$ cat config.mk
export PLATFORM = sky130hd
export DESIGN_NAME = pin_entry_buffer_flat
export DESIGN_NICKNAME = d
export VERILOG_FILES = /design/src/rtl/lock_pkg.sv /design/src/rtl/pin_entry_buffer_if.sv /design/src/rtl/pin_entry_buffer_down_timer.sv /design/src/rtl/pin_entry_buffer.sv /design/src/flat_wrapper.sv
export SDC_FILE = /design/constraint.sdc
export NUM_CORES = 1
export LEC_CHECK = 0
export CORE_MARGIN = 3
export CORE_UTILIZATION = 57
export DETAILED_ROUTE_END_ITERATION = 6
export PLACE_DENSITY_LB_ADDON = 0.25
export REMOVE_ABC_BUFFERS = 1
export SLEW_MARGIN = 15
export SYNTH_ARGS = -nofsm -noshare
export SYNTH_HDL_FRONTEND = slang
export SYNTH_SLANG_ARGS = --single-unit
$ cat constraint.sdc
create_clock -name clk -period 7.25 [get_ports clk]
set_clock_uncertainty 0.2 [all_clocks]
set_input_delay 1.0875 -clock clk [delete_from_list [all_inputs] [get_ports clk]]
set_output_delay 1.0875 -clock clk [all_outputs]
set_load 0.05 [all_outputs]
$ cat src/rtl/lock_pkg.sv
// -----------------------------------------------------------------------------
// lock_pkg
// Shared definitions for the lock datapath: the display packet type, special
// BCD display codes, keypad codes, the PIN entry state enum and small
// elaboration-time helpers.
// -----------------------------------------------------------------------------
package lock_pkg;

    // Display packet: six 4-bit BCD positions, index 0 (BCD0) is the newest
    // digit and sits in bits [3:0].
    typedef logic [5:0][3:0] bcdPac_t;

    localparam int PIN_MAX_LEN = 6;

    // Non-numeric display codes understood by the 7-segment stage.
    localparam logic [3:0] BCD_DASH  = 4'hA;
    localparam logic [3:0] BCD_BLANK = 4'hB;

    // Keypad edit codes; 0-9 are digits, anything else is ignored.
    localparam logic [3:0] KEY_SUBMIT = 4'hC;
    localparam logic [3:0] KEY_BKSP   = 4'hD;
    localparam logic [3:0] KEY_CLEAR  = 4'hE;

    typedef enum logic [1:0] {
        ST_IDLE  = 2'd0,
        ST_ENTRY = 2'd1,
        ST_HOLD  = 2'd2
    } pin_state_t;

    function automatic logic is_digit(input logic [3:0] code);
        return code <= 4'd9;
    endfunction

    function automatic int max_int(input int a, input int b);
        return (a > b) ? a : b;
    endfunction

endpackage

$ cat src/rtl/pin_entry_buffer_if.sv
// -----------------------------------------------------------------------------
// pin_entry_buffer_if
// Bundles the keypad handshake, the display drive and the lock-control PIN
// outputs of pin_entry_buffer.
//   key_valid / key_code / key_ready : keypad event handshake
//   bcd_packet / enable_o            : 7-segment display stage drive
//   pin_valid / pin_error / pin_timeout : one-cycle event pulses
//   pin_digits / pin_len             : raw PIN contents and digit count
// Modports: master = keypad/consumer side, slave = pin_entry_buffer.
// -----------------------------------------------------------------------------
interface pin_entry_buffer_if;
    import lock_pkg::*;

    logic        key_valid;
    logic [3:0]  key_code;
    logic        key_ready;
    bcdPac_t     bcd_packet;
    logic        enable_o;
    logic        pin_valid;
    logic        pin_error;
    logic        pin_timeout;
    logic [23:0] pin_digits;
    logic [2:0]  pin_len;

    modport master (
        output key_valid, key_code,
        input  key_ready, bcd_packet, enable_o,
        input  pin_valid, pin_error, pin_timeout, pin_digits, pin_len
    );

    modport slave (
        input  key_valid, key_code,
        output key_ready, bcd_packet, enable_o,
        output pin_valid, pin_error, pin_timeout, pin_digits, pin_len
    );

endinterface

$ cat src/rtl/pin_entry_buffer_down_timer.sv
// -----------------------------------------------------------------------------
// down_timer
// Loadable down-counter that decrements every clock and saturates at zero.
//   clk, rst     : clock, asynchronous active-high reset (count -> 0)
//   i_load       : load i_load_val this cycle (has priority over decrement)
//   i_load_val   : value to load
//   o_expired    : count is zero
// -----------------------------------------------------------------------------
module down_timer #(
    parameter int WIDTH = 8
) (
    input  logic             clk,
    input  logic             rst,
    input  logic             i_load,
    input  logic [WIDTH-1:0] i_load_val,
    output logic             o_expired
);

    logic [WIDTH-1:0] r_count;

    // NOTE: state is updated with non-blocking assignments so every register
    // samples the pre-edge values regardless of process ordering.
    always_ff @(posedge clk or posedge rst) begin
        if (rst) begin
            r_count <= '0;
        end else if (i_load) begin
            r_count <= i_load_val;
        end else if (r_count != '0) begin
            r_count <= r_count - 1'b1;
        end
    end

    assign o_expired = (r_count == '0);

endmodule

$ cat src/rtl/pin_entry_buffer.sv
// -----------------------------------------------------------------------------
// pin_entry_buffer
// Operational-mode keypad entry stage. Accumulates a PIN of up to six digits,
// drives the BCD packet and enable of the downstream 7-segment stage, reports
// the finished PIN to lock control on submit and clears itself when idle too
// long in ENTRY.
//   clk     : clock
//   rst     : asynchronous reset, active-high
//   io_pin  : pin_entry_buffer_if.slave (keypad handshake, display, PIN out)
// Parameters: MIN_LEN, TIMEOUT_CYCLES, HOLD_CYCLES, REVEAL_CYCLES.
// Optional feature macro: PIN_MASK_EN -- masks held digits with BCD_DASH and
// shows the newest digit raw only for REVEAL_CYCLES after it is entered.
// -----------------------------------------------------------------------------
module pin_entry_buffer
    import lock_pkg::*;
#(
    parameter int MIN_LEN        = 4,
    parameter int TIMEOUT_CYCLES = 50_000_000,
    parameter int HOLD_CYCLES    = 25_000_000,
    parameter int REVEAL_CYCLES  = 12_500_000
) (
    input  logic               clk,
    input  logic               rst,
    pin_entry_buffer_if.slave  io_pin
);

    localparam int TW = $clog2(max_int(TIMEOUT_CYCLES, HOLD_CYCLES) + 1);

    // The timer flags expiry once it has counted down to zero, which happens
    // N-1 edges after loading N-1; the state change then lands exactly N edges
    // after the load.
    localparam logic [TW-1:0] TIMEOUT_LOAD = TW'(TIMEOUT_CYCLES - 1);
    localparam logic [TW-1:0] HOLD_LOAD    = TW'(HOLD_CYCLES - 1);

    pin_state_t r_state,  w_state_nxt;
    bcdPac_t    r_digits, w_digits_nxt;
    logic [2:0] r_len,    w_len_nxt;
    logic       r_pin_valid,   w_pin_valid_nxt;
    logic       r_pin_error,   w_pin_error_nxt;
    logic       r_pin_timeout, w_pin_timeout_nxt;

    logic          w_take;
    logic          w_tmr_load;
    logic [TW-1:0] w_tmr_val;
    logic          w_tmr_expired;

    assign io_pin.key_ready = (r_state != ST_HOLD);
    assign w_take           = io_pin.key_valid && io_pin.key_ready;

    // Inactivity / hold timer, shared because ENTRY and HOLD never overlap.
    down_timer #(.WIDTH(TW)) u_idle_timer (
        .clk        (clk),
        .rst        (rst),
        .i_load     (w_tmr_load),
        .i_load_val (w_tmr_val),
        .o_expired  (w_tmr_expired)
    );

    // NOTE: every signal written here gets a default first, so no path leaves
    // one unassigned and no latch is inferred.
    always_comb begin
        w_state_nxt       = r_state;
        w_digits_nxt      = r_digits;
        w_len_nxt         = r_len;
        w_pin_valid_nxt   = 1'b0;
        w_pin_error_nxt   = 1'b0;
        w_pin_timeout_nxt = 1'b0;
        w_tmr_load        = 1'b0;
        w_tmr_val         = TIMEOUT_LOAD;

        unique case (r_state)
            ST_IDLE: begin
                if (w_take) begin
                    w_tmr_load   = 1'b1;
                    // Any accepted key retires the previously submitted PIN.
                    w_digits_nxt = '0;
                    if (is_digit(io_pin.key_code)) begin
                        w_digits_nxt[0] = io_pin.key_code;
                        w_len_nxt       = 3'd1;
                        w_state_nxt     = ST_ENTRY;
                    end
                end
            end

            ST_ENTRY: begin
                if (w_take) begin
                    // A key in the expiry cycle wins over the timeout.
                    w_tmr_load = 1'b1;
                    if (is_digit(io_pin.key_code)) begin
                        if (int'(r_len) < PIN_MAX_LEN) begin
                            w_digits_nxt = {r_digits[4:0], io_pin.key_code};
                            w_len_nxt    = r_len + 3'd1;
                        end
                    end else begin
                        case (io_pin.key_code)
                            KEY_BKSP: begin
                                w_digits_nxt = {4'h0, r_digits[5:1]};
                                w_len_nxt    = r_len - 3'd1;
                                if (r_len == 3'd1) begin
                                    w_state_nxt = ST_IDLE;
                                end
                            end
                            KEY_CLEAR: begin
                                w_digits_nxt = '0;
                                w_len_nxt    = 3'd0;
                                w_state_nxt  = ST_IDLE;
                            end
                            KEY_SUBMIT: begin
                                if (int'(r_len) >= MIN_LEN) begin
                                    w_pin_valid_nxt = 1'b1;
                                    w_tmr_val       = HOLD_LOAD;
                                    w_state_nxt     = ST_HOLD;
                                end else begin
                                    w_pin_error_nxt = 1'b1;
                                    w_digits_nxt    = '0;
                                    w_len_nxt       = 3'd0;
                                    w_state_nxt     = ST_IDLE;
                                end
                            end
                            default: ;
                        endcase
                    end
                end else if (w_tmr_expired) begin
                    w_pin_timeout_nxt = 1'b1;
                    w_digits_nxt      = '0;
                    w_len_nxt         = 3'd0;
                    w_state_nxt       = ST_IDLE;
                end
            end

            ST_HOLD: begin
                // Digits are kept so pin_digits stays valid for lock control
                // until the next accepted key; len=0 blanks the display.
                if (w_tmr_expired) begin
                    w_len_nxt   = 3'd0;
                    w_state_nxt = ST_IDLE;
                end
            end

            default: begin
                w_digits_nxt = '0;
                w_len_nxt    = 3'd0;
                w_state_nxt  = ST_IDLE;
            end
        endcase
    end

    // NOTE: the six-entry digit store is reset along with the control state
    // because pin_digits is an observable output with a defined reset value.
    always_ff @(posedge clk or posedge rst) begin
        if (rst) begin
            r_state       <= ST_IDLE;
            r_digits      <= '0;
            r_len         <= 3'd0;
            r_pin_valid   <= 1'b0;
            r_pin_error   <= 1'b0;
            r_pin_timeout <= 1'b0;
        end else begin
            r_state       <= w_state_nxt;
            r_digits      <= w_digits_nxt;
            r_len         <= w_len_nxt;
            r_pin_valid   <= w_pin_valid_nxt;
            r_pin_error   <= w_pin_error_nxt;
            r_pin_timeout <= w_pin_timeout_nxt;
        end
    end

`ifdef PIN_MASK_EN
    localparam int RW = $clog2(REVEAL_CYCLES + 1);

    logic          w_reveal_load;
    logic [RW-1:0] w_reveal_val;
    logic          w_reveal_expired;
    logic          w_digit_shift;
    logic          w_hide;

    // A newly shifted-in digit opens the reveal window; any edit, submit or
    // timeout closes it so nothing older is ever shown raw.
    always_comb begin
        w_digit_shift = 1'b0;
        w_hide        = 1'b0;
        if (w_take && is_digit(io_pin.key_code)) begin
            w_digit_shift = (r_state == ST_IDLE) ||
                            ((r_state == ST_ENTRY) && (int'(r_len) < PIN_MAX_LEN));
        end
        if (r_state == ST_ENTRY) begin
            if (w_take) begin
                w_hide = (io_pin.key_code == KEY_BKSP)  ||
                         (io_pin.key_code == KEY_CLEAR) ||
                         (io_pin.key_code == KEY_SUBMIT);
            end else begin
                w_hide = w_tmr_expired;
            end
        end
        w_reveal_load = w_digit_shift || w_hide;
        w_reveal_val  = w_digit_shift ? RW'(REVEAL_CYCLES) : '0;
    end

    down_timer #(.WIDTH(RW)) u_reveal_timer (
        .clk        (clk),
        .rst        (rst),
        .i_load     (w_reveal_load),
        .i_load_val (w_reveal_val),
        .o_expired  (w_reveal_expired)
    );
`endif

    // Display map: empty slots blank; held slots raw or masked.
    always_comb begin
        io_pin.bcd_packet = '0;
        for (int i = 0; i < PIN_MAX_LEN; i++) begin
            if (3'(i) >= r_len) begin
                io_pin.bcd_packet[i] = BCD_BLANK;
            end else begin
`ifdef PIN_MASK_EN
                io_pin.bcd_packet[i] = (i == 0 && !w_reveal_expired) ? r_digits[i] : BCD_DASH;
`else
                io_pin.bcd_packet[i] = r_digits[i];
`endif
            end
        end
    end

    assign io_pin.enable_o    = (r_state != ST_IDLE);
    assign io_pin.pin_valid   = r_pin_valid;
    assign io_pin.pin_error   = r_pin_error;
    assign io_pin.pin_timeout = r_pin_timeout;
    assign io_pin.pin_digits  = r_digits;
    assign io_pin.pin_len     = r_len;

endmodule

$ cat src/flat_wrapper.sv
// flat-port wrapper written by rule: the top's interface ports become plain ports
module pin_entry_buffer_flat import lock_pkg::*;
#(
    parameter int MIN_LEN        = 4,
    parameter int TIMEOUT_CYCLES = 50_000_000,
    parameter int HOLD_CYCLES    = 25_000_000,
    parameter int REVEAL_CYCLES  = 12_500_000
)
  (clk, rst, io_pin_key_valid, io_pin_key_code, io_pin_key_ready, io_pin_bcd_packet, io_pin_enable_o, io_pin_pin_valid, io_pin_pin_error, io_pin_pin_timeout, io_pin_pin_digits, io_pin_pin_len);
  pin_entry_buffer_if io_pin_i ();
  input  logic clk;
  input  logic rst;
  input wire logic [$bits(io_pin_i.key_valid)-1:0] io_pin_key_valid;
  input wire logic [$bits(io_pin_i.key_code)-1:0] io_pin_key_code;
  output wire logic [$bits(io_pin_i.key_ready)-1:0] io_pin_key_ready;
  output wire logic [$bits(io_pin_i.bcd_packet)-1:0] io_pin_bcd_packet;
  output wire logic [$bits(io_pin_i.enable_o)-1:0] io_pin_enable_o;
  output wire logic [$bits(io_pin_i.pin_valid)-1:0] io_pin_pin_valid;
  output wire logic [$bits(io_pin_i.pin_error)-1:0] io_pin_pin_error;
  output wire logic [$bits(io_pin_i.pin_timeout)-1:0] io_pin_pin_timeout;
  output wire logic [$bits(io_pin_i.pin_digits)-1:0] io_pin_pin_digits;
  output wire logic [$bits(io_pin_i.pin_len)-1:0] io_pin_pin_len;
  assign io_pin_i.key_valid = io_pin_key_valid;
  assign io_pin_i.key_code = io_pin_key_code;
  assign io_pin_key_ready = io_pin_i.key_ready;
  assign io_pin_bcd_packet = io_pin_i.bcd_packet;
  assign io_pin_enable_o = io_pin_i.enable_o;
  assign io_pin_pin_valid = io_pin_i.pin_valid;
  assign io_pin_pin_error = io_pin_i.pin_error;
  assign io_pin_pin_timeout = io_pin_i.pin_timeout;
  assign io_pin_pin_digits = io_pin_i.pin_digits;
  assign io_pin_pin_len = io_pin_i.pin_len;
  pin_entry_buffer #(.MIN_LEN(MIN_LEN), .TIMEOUT_CYCLES(TIMEOUT_CYCLES), .HOLD_CYCLES(HOLD_CYCLES), .REVEAL_CYCLES(REVEAL_CYCLES)) u_core (.clk(clk), .rst(rst), .io_pin(io_pin_i));
endmodule
# ---- Yosys cells after proc, flatten, opt, wreduce, memory -nomap -nowiden
# Cells that the tools add are included.
# Widths: inputs -> output; s select.
dict set report totals {
  ff_bits 58
  out_inout_bits 56
  input_bits 7
}
dict set report op_classes {
  bitwise 1
  magnitude_cmp 9
  add_sub_neg 3
  eq_ne 16
  mux 55
  n_reduce_logical 10
}
# op n
set ops {}
lappend ops {{$mux 26} 7}
lappend ops {{$mux 24} 6}
lappend ops {{$pmux 24 s3} 2}
lappend ops {{$mux 4} 7}
lappend ops {{$logic_not 26->1} 1}
lappend ops {{$reduce_bool 26->1} 1}
lappend ops {{$sub 26x1->26 const B} 1}
lappend ops {{$mux 3} 7}
lappend ops {{$pmux 3 s3} 2}
lappend ops {{$mux 1} 15}
lappend ops {{$mux 2} 7}
lappend ops {{$eq 4x4->1 const B} 3}
lappend ops {{$pmux 2 s3} 2}
lappend ops {{$ne 5x5->1 const B} 2}
lappend ops {{$reduce_and 5->1} 2}
lappend ops {{$ne 4x4->1 const B} 2}
lappend ops {{$ge 1x3->1 const A} 2}
lappend ops {{$ge 2x3->1 const A} 2}
lappend ops {{$ge 3x3->1 const A} 2}
lappend ops {{$ne 6x6->1 const B} 1}
lappend ops {{$reduce_and 6->1} 1}
lappend ops {{$le 4x4->1 const B} 1}
lappend ops {{$ne 2x1->1 const B} 2}
lappend ops {{$reduce_bool 2->1} 2}
lappend ops {{other kinds (14)} 14}

# ---- Logic depth before layout (Yosys ltp)
dict set report depth {
  ltp_word 7
  depth_mapped 10
  ltp_nobuf 8
}

# ---- Modules after synthesis
# A second synthesis with hierarchy kept.
dict set report hier_totals {
  hier_cells 380
  area_unflattened_um2 3753.6
}
# module seq_area_each_um2 area_per_inst_um2 instances cells_each
set modules_own_cells {}
lappend modules_own_cells {pin_entry_buffer 800.8 2113.3 1 202}
lappend modules_own_cells {down_timer 650.6 1640.3 1 178}

# ---- Worst setup path before layout
# No wires, ideal clock.
dict set report synth_timing {
  path_kind {reg2out}
  startpoint {register u_core.r_len[1], in the netlist u_core.io_pin.pin_len[1]}
  endpoint {output io_pin_bcd_packet[2]}
  path_buffers 1
  path_stages_with_launch 7
  slack_ns 3.786
  arrival_ns 2.177
  path_cell_list {dfrtp_1 -> clkbuf_1 -> inv_1 -> ha_1 -> nor2_1 -> nor2_1 -> nor2b_1}
}
dict set report synth_via {
  elab_chain_cells 2
}
# item line_no
set synth_lines {}
lappend synth_lines {{start: declaration} pin_entry_buffer.sv:37} ;# logic [2:0] r_len, w_len_nxt;
lappend synth_lines {{start signal: assignment} pin_entry_buffer.sv:161} ;# r_len <= w_len_nxt;
lappend synth_lines {{$ge 1x3->1} pin_entry_buffer.sv:212} ;# if (3'(i) >= r_len) begin
lappend synth_lines {{$mux 4} pin_entry_buffer.sv:212}
lappend synth_lines {{end: declaration} flat_wrapper.sv:16} ;# output wire logic [$bits(io_pin_i.bcd_packet)-1:0] io_pin_bcd_packet;
# No other way between the ends.

# ---- Worst setup path after layout
dict set report layout_timing {
  startpoint {register u_core.r_len[1], in the netlist u_core.io_pin.pin_len[1]}
  endpoint {output io_pin_bcd_packet[16]}
}
dict set report layout_via {
  elab_chain_cells 2
}
# item line_no
set layout_lines {}
lappend layout_lines {{$ge 3x3->1} pin_entry_buffer.sv:212}
lappend layout_lines {{$mux 4} pin_entry_buffer.sv:212}
# No other way between the ends.

==> flow_summary_export.csv <==
group,metric,value,unit
detailed_routing,viasPerCell,6.264,
yosys,synth-seq-cells,58,
pwr,internal_power,0.0008384,W
cells_and_area,layout-drive-gt1-share,0.1574,
setup_path,arrival,2.82,ns
yosys,yosysWarnings,0,
setup_path,crit_path_end_kind,"primary output",
detailed_routing,remaining_drc_errors,0,
setup_path,critical_path_required,5.96,ns
placed_design,gp_congestion,0.9147,
cells_and_area,n_antenna_cell,0,
pwr,ir_drop,314.7,uV
clock_tree,clockBufferDepth,2,
yosys,syn-cell-area,0.003467,mm^2
floorplan,initial_core_util,0.6073,
floorplan,dieWidth,83.99,um
detailed_routing,ant_nets,0,
cells_and_area,syn_to_final_growth,25.37,%
yosys,yosysUniqueCellTypes,61,
placed_design,dp_hpwl,5963,um
pwr,power_frac_seq,0.272,
yosys,synth_area_leaders,"dfrtp_1 42%, mux2_4 6.5%, a22o_1 4.8%",
setup_path,cp-startpoint,"u_core.io_pin.pin_len[1]$_DFFE_PP0P_",
pwr,power.leakage,1.781,nW
clock_tree,cts.sinks,58,
detailed_routing,wirelength,8678,um
pwr,p_comb_frac,0.477,
sta,holdWs,0.3461,ns
yosys,synth_seq_area_share,0.4186,
global_routing,grt_pass1_vias,3008,
global_routing,grt_pass1_wl,15110,um
sta,finalHoldViolCount,0,
job,cap_violations,0,
sta,fin_crit_sh,0.5663,
sta,finalSetupViolCount,0,
sta,slew_violations,0,
floorplan,core_area,0.005709,mm^2
global_routing,antenna_found_initial,0,
sta,tns,0,ns
yosys,avgSynthCellArea,9.850,um^2
sta,slew_headroom,0.4639,
sta,tightest_slew,0.8041,ns
clock_tree,post_cts_buffers,0,
setup_path,timing.rr.start,"u_core.u_idle_timer.r_count[9]$_DFFE_PP0P_",
clock_tree,cts_root_buf,"clkbuf_8",
pwr,switching_share,0.4396,
setup_path,crit_type,"reg2out",
global_routing,grt_max_degree,59,
clock_tree,cts_resized,0,
global_routing,use_met2,0.4288,
global_routing,use_met1,0.3612,
clock_tree,hold_buffers,0,
floorplan,die_area,0.007054,mm^2
detailed_routing,drt-initial-drc-count,205,
setup_path,cp_max_fo,11,
yosys,synthCells,352,
detailed_routing,vias,3038,
yosys,synthArstFlopShare,1.000,
run_status,outcome,"completed",
hold_path,hold_path.class,"reg2reg",
hold_path,min_from,"u_core.u_idle_timer.r_count[8]$_DFFE_PP0P_",
detailed_routing,wire_per_inst,17.89,um
floorplan,ios,63,
sta,rsz0062_at_grt,"no",
placed_design,portBuffers,62,
clock_tree,cts-htree-levels,3,
clock_tree,cts_buffers,9,
global_routing,gr-total-overflow,0,
clock_tree,path_clk_slew,0.07,ns
clock_tree,clk_latency,0.34,ns
sta,period_needed,4.105,ns
pwr,p_switching,0.0006577,W
yosys,synth_edf_count,0,
yosys,yosysTopAreaCellShare,0.4186,
yosys,synth_flop_cell,"dfrtp_1",
pwr,powerDensity,344.2,mW/mm^2
floorplan,die_h,83.99,um
floorplan,num_rows,27,
detailed_routing,drt_first_pass_iters,5,
global_routing,grt_most_used_layer,"met2",
cells_and_area,stdcell_area,0.004347,mm^2
global_routing,gr-usage-met3,0.04936,
cells_and_area,num-fill-cells,413,
global_routing,track_usage,0.2639,
pwr,clkPwrFrac,0.251,
yosys,synth.largest_area_cell,"dfrtp_1",
setup_path,startpoint_type,"flip-flop",
cells_and_area,layout.nets,422,
placed_design,placed_area,0.004093,mm^2
sta,fmax,243.6,MHz
clock_tree,cts_tree,"done",
flip-flops by register name, indices dropped and copies added, names as in the netlist:
signal / count
u_core.u_idle_timer.r_count: 26
u_core.io_pin.pin_digits: 24
u_core.io_pin.pin_len: 3
u_core.r_state: 2
u_core.io_pin.pin_error: 1
u_core.io_pin.pin_timeout: 1
u_core.io_pin.pin_valid: 1
cells by family after synthesis:
logic type,count (synthesis),synth area share
compound gates,84,0.1815
xor+xnor,6,0.01516
fa+ha+maj,7,0.02526
buf+inv,35,0.04836
flops,58,0.4186
mux,25,0.09527
simple gates,137,0.2158
cells in the mapped netlist, drive strengths merged, types with 10 or more instances:
library cell and number:
a21oi 10, clkbuf 13, mux2 19, nand3 13, nor2 23, o21ai 21, nor3 13, dfrtp 58
inv 13, or2 15, a22o 19, nand2 23
layer usage:
| layer | routed length [um] | up-vias |
|---|---|---|
| met2 | 4227 | 121 |
| met1 | 3780 | 1494 |
| li1 | - | 1407 |
| met5 | 0 | - |
| met3 | 538 | 16 |
| met4 | 132 | 0 |
layout make-up:
| class | instances | area (um^2) | area share |
|---|---|---|---|
| multi-input cells | 259 | 1851 | 0.4257 |
| flip-flops and latches | 58 | 1451 | 0.3339 |
| repair buffers | 66 | 650.6 | 0.1497 |
| clock buffers | 10 | 137.6 | 0.03166 |
| clock inverters | 6 | 113.9 | 0.02619 |
| well taps | 72 | 90.09 | 0.02073 |
| inverters | 14 | 52.55 | 0.01209 |
worst max-delay path: stages (launching register included):
cell and delay, ns:
dfrtp_1 0.65, inv_1 0.18, ha_1 0.24, nor2_1 0.19, nand2_1 0.17, or2_2 0.35
clkdlybuf4s50_1 0.70
path summary, 6_finish.rpt:
kind	to	slack, ns	cells after the start
setup / recovery	io_pin_bcd_packet[16]	3.14	6
hold / removal	u_core.u_idle_timer.r_count[8]$_DFFE_PP0P_	0.35	2
setup reg to reg	u_core.io_pin.pin_len[0]$_DFFE_PP0P_	4.19	6
hold reg to reg	u_core.u_idle_timer.r_count[8]$_DFFE_PP0P_	0.35	2
max in group asynchronous	u_core.io_pin.pin_error$_DFF_PP0_	5.30	3
min in group asynchronous	u_core.io_pin.pin_digits[17]$_DFFE_PP0P_	1.08	3
power groups by stage:
stage	Sequential, W	Clock, W	Combinational, W
global route	0.000413	0.000396	0.000753
CTS	0.000406	0.000379	0.000716
finish	0.000408	0.000375	0.000714
detailed placement	0.000412	0	0.000713
global placement	0.000410	0	0.000704
floorplan	0.000459	0	0.000435
layout by cell type (no fill, tap or decap), drive strengths merged, types with 3 or more instances in the layout:
cell and n:
clkdlybuf4s50 62, dfrtp 58, nand2 23, nor2 23, o21ai 21, a22o 19, mux2 19, or2 15
nand3 13, nor3 13, inv 13, a21oi 10, clkbuf 10, nand2b 9, o31ai 9, or4 8
nor4 7, or3 7, ha 7, mux2i 6, xnor2 5, nor2b 5, buf 4, nand3b 3
a32o 3, a31oi 3, bufinv 3, and2 3
per-stage QoR:
stage	utilization	total power (W)	setup slack, ns	instances
2_1_floorplan	-	0.0008944	3.834	331
3_3_place_gp	0.7169	0.001115	3.389	469
3_5_place_dp	0.7169	0.001125	3.250	469
4_1_cts	0.7609	0.001502	3.157	485
5_1_grt	0.7613	0.001562	2.976	485
6_report	0.7613	0.001496	3.145	485
(Power assumes the default switching activity.)
